## src/rtl/outdata_ser_pkg.sv

```systemverilog
// Shared definitions for the outbound packet serializer: default widths,
// FSM state encoding, packet counter width and the beat parity helper.
package outdata_ser_pkg;

    localparam int PKT_WIDTH_DEF  = 128;
    localparam int BEAT_WIDTH_DEF = 32;
    localparam int PKT_CNT_W      = 16;

    // Widest beat the parity helper accepts; narrower beats are zero-extended.
    localparam int PAR_MAX_W      = 256;

    typedef enum logic {
        IDLE = 1'b0,
        SEND = 1'b1
    } ser_state_t;

    // Even parity of a beat: XOR reduction, so an odd number of ones gives 1.
    function automatic logic even_parity(input logic [PAR_MAX_W-1:0] v);
        return ^v;
    endfunction

endpackage : outdata_ser_pkg

```

## src/rtl/outdata_serializer.sv

```systemverilog
// outdata_serializer: pops whole packets from the outbound double buffer and
// sends them as BEAT_WIDTH beats, least-significant beat first, on a
// valid/ready bus with a last-beat marker. A new packet is popped in the same
// cycle as the last beat of the previous one, so packets run back-to-back.
//
// Optional build macro:
//   OUTDATA_SER_PARITY_EN - adds out_par, the even parity of out_data.
//
// PKT_WIDTH must be a multiple of BEAT_WIDTH and hold at least two beats.
module outdata_serializer
    import outdata_ser_pkg::*;
#(
    parameter int PKT_WIDTH  = PKT_WIDTH_DEF,
    parameter int BEAT_WIDTH = BEAT_WIDTH_DEF
) (
    input  logic                  clk,
    input  logic                  rst,
    input  logic                  buf_vld,
    input  logic [PKT_WIDTH-1:0]  buf_din,
    output logic                  buf_rd,
    output logic                  out_vld,
    input  logic                  out_rdy,
    output logic [BEAT_WIDTH-1:0] out_data,
    output logic                  out_last,
    output logic                  busy,
    output logic [PKT_CNT_W-1:0]  pkt_cnt
`ifdef OUTDATA_SER_PARITY_EN
    ,
    output logic                  out_par
`endif
);

    localparam int NUM_BEATS = PKT_WIDTH / BEAT_WIDTH;
    localparam int IDX_W     = (NUM_BEATS > 2) ? $clog2(NUM_BEATS) : 1;
    localparam logic [IDX_W-1:0] LAST_IDX = IDX_W'(NUM_BEATS - 1);

    ser_state_t           state_q,    state_d;
    logic [IDX_W-1:0]     beat_idx_q, beat_idx_d;
    // Packet shift register: the current beat always sits in the low slice.
    logic [PKT_WIDTH-1:0] shift_q,    shift_d;

    logic xfer;
    logic last_xfer;

    // Output view of the registered state; nothing here depends on out_rdy.
    always_comb begin
        out_vld  = (state_q == SEND);
        busy     = (state_q == SEND);
        out_last = (state_q == SEND) && (beat_idx_q == LAST_IDX);
        out_data = shift_q[BEAT_WIDTH-1:0];
    end

    assign xfer      = out_vld & out_rdy;
    assign last_xfer = xfer & out_last;

    // Pop strobe: in IDLE, or on the last-beat transfer for back-to-back
    // packets. Reset masks it so a packet is never popped while being reset.
    assign buf_rd = buf_vld & ~rst & ((state_q == IDLE) | last_xfer);

`ifdef OUTDATA_SER_PARITY_EN
    // Parity follows the registered beat, so it is stable under stall.
    assign out_par = even_parity({{(PAR_MAX_W - BEAT_WIDTH){1'b0}}, out_data});
`endif

    // Next-state logic: capture on pop, advance on transfer, hold on stall.
    always_comb begin
        // NOTE: every always_comb target gets a default first, so no path can
        // leave a value unassigned and infer a latch.
        state_d    = state_q;
        beat_idx_d = beat_idx_q;
        shift_d    = shift_q;

        unique case (state_q)
            IDLE: begin
                if (buf_rd) begin
                    state_d    = SEND;
                    beat_idx_d = '0;
                    shift_d    = buf_din;
                end
            end

            SEND: begin
                if (xfer) begin
                    if (out_last) begin
                        beat_idx_d = '0;
                        if (buf_rd) begin
                            shift_d = buf_din;
                        end else begin
                            state_d = IDLE;
                        end
                    end else begin
                        beat_idx_d = beat_idx_q + 1'b1;
                        shift_d    = shift_q >> BEAT_WIDTH;
                    end
                end
            end

            default: begin
                state_d = IDLE;
            end
        endcase
    end

    // State, beat index and packet register, synchronously reset.
    always_ff @(posedge clk) begin
        // NOTE: sequential state uses non-blocking assignments only, so every
        // register samples the pre-edge value of every other register.
        if (rst) begin
            state_q    <= IDLE;
            beat_idx_q <= '0;
            shift_q    <= '0;
        end else begin
            state_q    <= state_d;
            beat_idx_q <= beat_idx_d;
            shift_q    <= shift_d;
        end
    end

    // Completed-packet counter; wraps naturally at the top of its range.
    always_ff @(posedge clk) begin
        if (rst) begin
            pkt_cnt <= '0;
        end else if (last_xfer) begin
            pkt_cnt <= pkt_cnt + 1'b1;
        end
    end

endmodule : outdata_serializer

```

## config.mk

```make
export PLATFORM = sky130hd
export DESIGN_NAME = outdata_serializer
export DESIGN_NICKNAME = d
export VERILOG_FILES = /design/src/rtl/outdata_ser_pkg.sv /design/src/rtl/outdata_serializer.sv
export SDC_FILE = /design/constraint.sdc
export NUM_CORES = 1
export LEC_CHECK = 0
export CAP_MARGIN = 20
export CELL_PAD_IN_SITES_DETAIL_PLACEMENT = 0
export CELL_PAD_IN_SITES_GLOBAL_PLACEMENT = 1
export CORE_MARGIN = 4
export CORE_UTILIZATION = 35
export DETAILED_ROUTE_END_ITERATION = 10
export PLACE_DENSITY_LB_ADDON = 0.25
export SYNTH_ARGS = -nofsm -noshare
export SYNTH_HDL_FRONTEND = slang
export SYNTH_SLANG_ARGS = --single-unit
```

## constraint.sdc

```tcl
create_clock -name clk -period 2.4 [get_ports clk]
set_input_delay 0.48 -clock clk [delete_from_list [all_inputs] [get_ports clk]]
set_output_delay 0.48 -clock clk [all_outputs]
set_load 0.02 [all_outputs]
```

# Yosys cells after proc, flatten, opt, wreduce, memory -nomap -nowiden
# Index checks and enable logic that the tools add are counted.
# Widths: inputs -> output; s select.
# op_classes
add_sub_neg	2
eq_ne	3
mux	12
n_bitwise	7
reduce_logical	2
# op_table
op	n
$mux 128	3
$pmux 128 s2	1
$add 16x1->16 const B	1
$mux 2	3
$and 1x1->1	4
$pmux 2 s2	1
$mux 1	3
$add 2x1->2 const B	1
$eq 2x2->1 const B	1
$ne 2x1->1 const B	1
$ne 2x2->1 const B	1
$not 1->1	2
$pmux 1 s2	1
$reduce_and 2->1	1
$logic_and 1x1->1	1
$or 1x1->1	1
# word_totals
regBits	147
in_bits	132
output_inout_bits	52
elab_cells	30

# Depth between registers and ports, before layout
# Gate-level depths: netlist of the first run.
# depth
depth_word	9
ltp_mapped	9
depth_no_buf	6

# Worst setup path before layout of the first run
# Ideal clock, no wire load.
# synth_timing
path_kind	register to register
from	reg state_q, in the netlist busy
to	reg pkt_cnt[15]
setup_ns	0.123
t_arrival_ns	1.856
required_time_ns	2.277
path_slack_ns	0.421
path_stages_with_launch	6
n_path_buf	1
synth_period_minus_slack_ns	1.979
path_cell_list	dfxtp_1 -> buf_2 -> nand2_2 -> or3_4 -> or4_1 -> mux2_1
# synth_via
elab_chain_len	2
word_cells_on_any_way	3
cone_classes	bitwise: 2; reduce/logical: 1
# synth_lines
item	line_no	rtl
start, declared	outdata_serializer.sv:37	ser_state_t state_q, state_d;
start signal, assigned	outdata_serializer.sv:113	state_q <= state_d;
$and 1x1->1 / $logic_and 1x1->1 (equally long branches)	outdata_serializer.sv:53, outdata_serializer.sv:49	
$and 1x1->1 (*)	outdata_serializer.sv:54	assign last_xfer = xfer & out_last;
end signal, assigned	outdata_serializer.sv:124	pkt_cnt <= pkt_cnt + 1'b1;
end, declared	outdata_serializer.sv:26	output logic [PKT_CNT_W-1:0] pkt_cnt
# Mark *: on every way between the ends. The rest lies on a longest branch, timed or not.
# A chain may end at the register's enable or synchronous reset.

# Worst setup path in the final report of the first run
# layout_timing
from	reg beat_idx_q[0]
to	out buf_rd
# layout_via
elab_chain_len	5
# layout_lines
item	line_no	rtl
start, declared	outdata_serializer.sv:38	logic [IDX_W-1:0] beat_idx_q, beat_idx_d;
start signal, assigned	outdata_serializer.sv:114	beat_idx_q <= beat_idx_d;
$eq 2x2->1	outdata_serializer.sv:49	out_last = (state_q == SEND) && (beat_idx_q == LAST_IDX);
$logic_and 1x1->1	outdata_serializer.sv:49	
$and 1x1->1	outdata_serializer.sv:54	
$or 1x1->1	outdata_serializer.sv:58	assign buf_rd = buf_vld & ~rst & ((state_q == IDLE) | last_xfer);
$and 1x1->1	outdata_serializer.sv:58	
end, declared	outdata_serializer.sv:20	output logic buf_rd,
# Every way passes these cells.

==> flow_summary.yaml, run 1 <==
status:
  status: "complete, no violations"
clock_tree:
  cts.clk_slew.worst_paths_ns: 0.06
  root_buffer: "clkbuf_16"
  cts.sinks: 147
  cts_tree: "built"
  htreeDepth: 4
  cts_buffers: 17
  cts_buffer_depth: 2
  clk_latency_ns: 0.41
  ctsHoldBuffers: 0
yosys:
  synth-seq-cells: 147
  async_flop_share_pct: 0
  synthFlopType: "dfxtp_1"
  ys_seq_area_share_pct: 45.8
  syn-num-nets: 842
  synth_area_mm2: 0.00643
  synth_area_per_cell_um2: 9.08
  synth_cells: 708
  synth-warning-count: 0
  synth_edf_count: 0
  yosysUniqueCellTypes: 39
die:
  core.rowCount: 49
  die_height_um: 144
  die_x_um: 144
  io_pins: 184
  core-area_mm2: 0.0180
  initial_core_util_pct: 35.7
  die_area_mm2: 0.0206
global_routing:
  global_route.usage.total_pct: 16.0
  first_global_vias: 5007
  antenna_found_initial: 0
  grt_pass1_wl_mm: 26.0
  grt_max_degree: 83
  grt_overflow_total: 0
sta:
  hold_violations: 0
  slew_viol_final: 0
  grt_setup_unrepaired: "no"
  setup_ws_ns: 0.160
  finClkSkew_ns: 0.00658
  fmax_mhz: 446
  relSlewSlack_pct: 50.0
  setup_violations: 0
  tns_ns: 0
  finalCritPeriodShare_pct: 93.4
  fin_crit_ns: 2.24
  worst_slew_pin_slew_ns: 0.751
worst_setup_path:
  cp_max_fo: 6
  crit_required_ns: 1.92
  worstSetupStartpointType: "flop"
  arrival_ns: 1.76
  critical_path_class: "flop to output port"
  end_kind: "output port"
pwr:
  pwr-share-clk_pct: 39.4
  peakVddDrop_mv: 0.479
  leakage_nw: 3.61
  comb_power_share_pct: 17.0
  switching_share_pct: 25.3
  power_density_mw_per_mm2: 703
  internal_power_w: 0.00468
  total_power_w: 0.00627
  power_switching_w: 0.00159
  seq_power_share_pct: 43.6
routing:
  drt_iter0_drc: 221
  wl_mm: 16.6
  drc_errors: 0
  ant_nets: 0
  routedWlPerCell_um: 15.2
  routed_via_density: 4.73
  firstDrtPassIters: 4
  num_vias: 5138
place:
  dp_hpwl_mm: 12.5
  place_congestion: 0.770
  io_buffer_count: 183
  dpl_worst_slack_ns: -0.0325
cells_and_area:
  finalNetCount: 979
  drive_gt1_share_pct: 7.58
  n_antenna_cell: 0
  syn2layout_area_growth_pct: 38.6
job:
  drv_cap: 0
worst_hold_path:
  hp-class: "flop to flop"
## synth_stat cells, types with 6 or more instances
library cell  number  share of area (%)
clkbuf_1          31                1.8
nor2_1           111                6.5
buf_1              6               0.35
nand2_1           72                4.2
buf_4             34                4.0
buf_2             19                1.5
a211oi_1          95                 11
a21oi_1           38                3.0
dfxtp_1          147                 46
mux2i_1           97                 15
## metrics by stage
step	cell area, um^2	std cells	utilization (%)	hold WS (ns)
2_1_floorplan	6430	708	-	0.433
3_3_place_gp	8350	1055	46.3	0.442
3_5_place_dp	8350	1055	46.3	0.446
4_1_cts	8910	1086	49.4	0.454
5_1_grt	8910	1086	49.4	0.471
6_report	8910	1086	49.4	0.454
## cells by family (layout without fill, tap and decap cells)
family                     count (synthesis)  in the layout  share of synthesized area [%]
xor gates and xnor gates                   7              7                          0.954
adders and majority gates                  2              2                          0.389
and+or+nand+nor                          211            211                           13.7
buffers and inverters                     94            243                           7.85
AOI/OAI and AO/OA                        147            147                           15.6
muxes                                    100            100                           15.6
DFF                                      147            147                           45.8
## flip-flops by register name, summed over array words and instances (netlist names)
name	cells
busy	1
pkt_cnt	16
beat_idx_q	2
shift_q	128
## power groups by stage
stage               combinational [W]  clock, W  sequential, W
floorplan                    0.000663         0        0.00275
global placement              0.00105         0        0.00278
detailed placement            0.00107         0        0.00279
CTS                           0.00108   0.00253        0.00274
global route                  0.00117   0.00263        0.00276
finish                        0.00106   0.00247        0.00273
## metal layers
| layer | share of wire, % | global-route usage (%) | vias to the layer above |
|---|---|---|---|
| li1 | - | - | 2746 |
| met4 | 2.0 | 6.34 | 0 |
| met1 | 50 | 23.8 | 2229 |
| met5 | 0 | 0 | - |
| met2 | 41 | 22.0 | 141 |
| met3 | 6.4 | 4.06 | 22 |
## cell type report
class                           instances  area, um^2
Clock buffer                           22         474
Clock inverter                          9        81.3
Fill cell                            1725        9120
Inverter                                4        15.0
Multi-Input combinational cell        467        3000
Sequential cell                       147        2940
Tap cell                              229         287
Timing Repair Buffer                  208        2100
## timing repair
action / 4_1_cts / 5_1_grt
endpoints found under the setup margin: 2 / 0
resized for setup: 3 / 0
setup buffers: 0 / 0
## final timing paths
kind / start / end / slack [ns] / cells after the start
worst max-delay path: beat_idx_q[0] / buf_rd / 0.16 / 5
worst min-delay path: shift_q[115] / shift_q[115] / 0.45 / 2
worst max register to register: beat_idx_q[0] / pkt_cnt[15] / 0.29 / 6
worst min register to register: shift_q[115] / shift_q[115] / 0.45 / 2
## worst max-delay path, cell delays in order, from the launching register on
cell	delay, ns
dfxtp_1	0.35
ha_2	0.26
nand2_1	0.09
a21o_1	0.22
inv_1	0.08
dlygate4sd2_1	0.34
## cells in the final DEF, fill, tap and decap left out, drive strengths merged, types with 2 or more instances in the layout
cell / netlist / final
nor3: 2 / 2
o21bai: 2 / 2
clkinv: 0 / 5
or4: 3 / 3
a21oi: 38 / 38
xor2: 4 / 4
nor2b: 2 / 2
nand2b: 3 / 3
dfxtp: 147 / 147
o31ai: 2 / 2
clkbuf: 31 / 22
o21ai: 4 / 4
nand3: 4 / 4
dlygate4sd2: 0 / 2
or3: 3 / 3
buf: 59 / 26
xnor2: 3 / 3
mux2i: 97 / 97
clkinvlp: 0 / 3
inv: 4 / 4
a211oi: 95 / 95
ha: 2 / 2
nand4: 3 / 3
and4: 2 / 2
clkdlybuf4s50: 0 / 180
nor2: 111 / 111
nand2: 73 / 73
nor4: 3 / 3
mux2: 3 / 3
Note: power is estimated with default switching activity, not from simulation.
==> run 2: changes to the inputs <==
--- a/config.mk
+++ b/config.mk
@@ -12,6 +12,8 @@
 export CORE_UTILIZATION = 35
 export DETAILED_ROUTE_END_ITERATION = 10
 export PLACE_DENSITY_LB_ADDON = 0.25
+export REMOVE_ABC_BUFFERS = 1
+export SLEW_MARGIN = 10
 export SYNTH_ARGS = -nofsm -noshare
 export SYNTH_HDL_FRONTEND = slang
 export SYNTH_SLANG_ARGS = --single-unit
==> run 2 against run 1 <==
Count of clock-buffer cells in the layout decreased by 1. Power increased by 6.2%. Sequential share of layout area decreased by 0.32 points. Global-route usage about the same. Sequential power about the same. Hold slack got worse by 0.00093 ns. Critical path type unchanged. Via count increased by 3.0%. Final area increased by 0.98%. Setup slack improved by 0.021 ns. Wire length decreased by 0.50%. Flip-flop and latch count unchanged.
==> flow_summary.yaml, run 2 (synthesis results as in run 1) <==
worst_setup_path:
  max_stage_delay_ns: 0.36
  worstSetupStartpointType: "flop"
  worstReg2RegStart: "beat_idx_q[0]"
  critical_path_class: "flop to output port"
  arrival_ns: 1.74
  timing.rr.end: "pkt_cnt[15]"
  rrSetupSlack_ns: 0.41
  cp_max_fo: 4
  path_cells: "ha_2, nand2_1, a21o_1, inv_1, dlygate4sd2_1"
  crit_required_ns: 1.92
  end_kind: "output port"
  worst-r2r-cell-count: 5
  crit_family: "buffers and inverters"
  critPathBufInv: 2
  critPathSlowestCell: "dfxtp_1"
sta:
  hold_violations: 0
  setup_ws_ns: 0.180
  grt_setup_unrepaired: "no"
  finClkSkew_ns: 0.0112
  slew_viol_final: 0
  worst_slew_pin_slew_ns: 0.592
  whs_ns: 0.453
  fin_crit_ns: 2.22
  setup_violations: 0
  fmax_mhz: 451
  relSlewSlack_pct: 60.5
  finalCritPeriodShare_pct: 92.5
clock_tree:
  cts_setup_buffers: 0
  clk_latency_ns: 0.41
  cts.clk_slew.worst_paths_ns: 0.06
  cts_buffer_depth: 2
  cts.sinks: 147
  ctsHoldBuffers: 0
  cts_tree: "built"
  cts_buffers: 17
  htreeDepth: 4
  root_buffer: "clkbuf_16"
pwr:
  peakVddDrop_mv: 0.473
  leakage_nw: 3.66
  power_density_mw_per_mm2: 740
routing:
  drc_errors: 0
  routedWlPerCell_um: 15.2
  firstDrtPassIters: 4
  wl_mm: 16.5
  ant_nets: 0
  routed_via_density: 4.88
  drt_iter0_drc: 267
  num_vias: 5292
place:
  io_buffer_count: 183
  dpl_worst_slack_ns: -0.0361
  place_congestion: 0.751
  dp_hpwl_mm: 11.2
  dp.cells: 1054
cells_and_area:
  n_antenna_cell: 0
  finalNetCount: 978
  drive_gt1_share_pct: 7.37
  final_common_cell: "clkdlybuf4s50_1"
  final_cell_mix: "180 x clkdlybuf4s50_1, 147 x dfxtp_1, 111 x nor2_1, 97 x mux2i_1, 95 x a211oi_1"
  syn2layout_area_growth_pct: 40.0
  layout.cells.non_filler: 1084
  reg_top3: "shift_q x128, pkt_cnt x16, beat_idx_q x2"
  post-route-util_pct: 49.9
  regMostFlops: "shift_q"
  largest_register_ffs: 128
worst_hold_path:
  hp-class: "flop to flop"
  holdPathStages: 2
  holdPathEnd: "shift_q[123]"
  min_from: "shift_q[123]"
die:
  core-area_mm2: 0.0180
  die_x_um: 144
  initial_core_util_pct: 35.7
  die_height_um: 144
  die_area_mm2: 0.0206
  core.rowCount: 49
  io_pins: 184
global_routing:
  grt_overflow_total: 0
  global_route.usage.total_pct: 16.0
  first_global_vias: 5111
  grt_max_degree: 120
  antenna_found_initial: 1
  grt_pass1_wl_mm: 26.2
job:
  drv_cap: 0
status:
  status: "complete, no violations"
==> run 2: power breakdown <==
part           internal [W]  switching [W]  total, W
logic              0.000558       0.000501   0.00106
clock network       0.00189       0.000991   0.00288
registers           0.00263      0.0000926   0.00272
total               0.00507        0.00158   0.00666
==> run 2: worst max-delay path by stage <==
stage,slack [ns],cells past startpoint,to,startpoint
floorplan,-9.24,3,shift_q[0],busy
global placement,-0.03,5,buf_rd,out_rdy
detailed placement,-0.04,5,buf_rd,buf_vld
CTS,0.08,3,out_last,beat_idx_q[0]
global route,0.06,5,buf_rd,beat_idx_q[0]
finish,0.18,5,buf_rd,beat_idx_q[0]
==> run 2: worst register-to-register path, cell delays in order (launching register included) <==
cell and delay [ns]:
dfxtp_1 0.36, ha_2 0.26, nand4_4 0.16, or3_4 0.36
or4_1 0.42, mux2_1 0.32
==> run 2: final cells by class <==
| class | count | area [um^2] |
|---|---|---|
| multi-input combinational | 467 | 3010 |
| clock inverter | 9 | 179 |
| clock buffer | 21 | 460 |
| tap | 229 | 287 |
| fill | 1679 | 9030 |
| sequential | 147 | 2940 |
| timing repair buffer | 207 | 2100 |
| inverter | 4 | 15.0 |
==> run 2: through the flow <==
step           total power (W)  setup TNS (ns)  cell area [um^2]
3_3_place_gp           0.00381         -0.0303              8350
3_5_place_dp           0.00384         -0.0361              8350
5_1_grt                0.00696               0              8990
4_1_cts                0.00675               0              8990
6_report               0.00666               0              8990
2_1_floorplan          0.00340         -880.16              5940
==> run 2: repair_timing <==
item,in CTS,in global routing
resized for setup,2,1
setup endpoints to repair,1,1
endpoints found under the hold margin,0,0
==> run 2: layer usage <==
metal,global-route usage [%],up-vias,part of all wire (%)
met4,4.16,0,0.79
met3,4.36,11,5.7
li1,-,2723,-
met2,25.1,134,46
met1,21.8,2424,48
met5,0,-,0
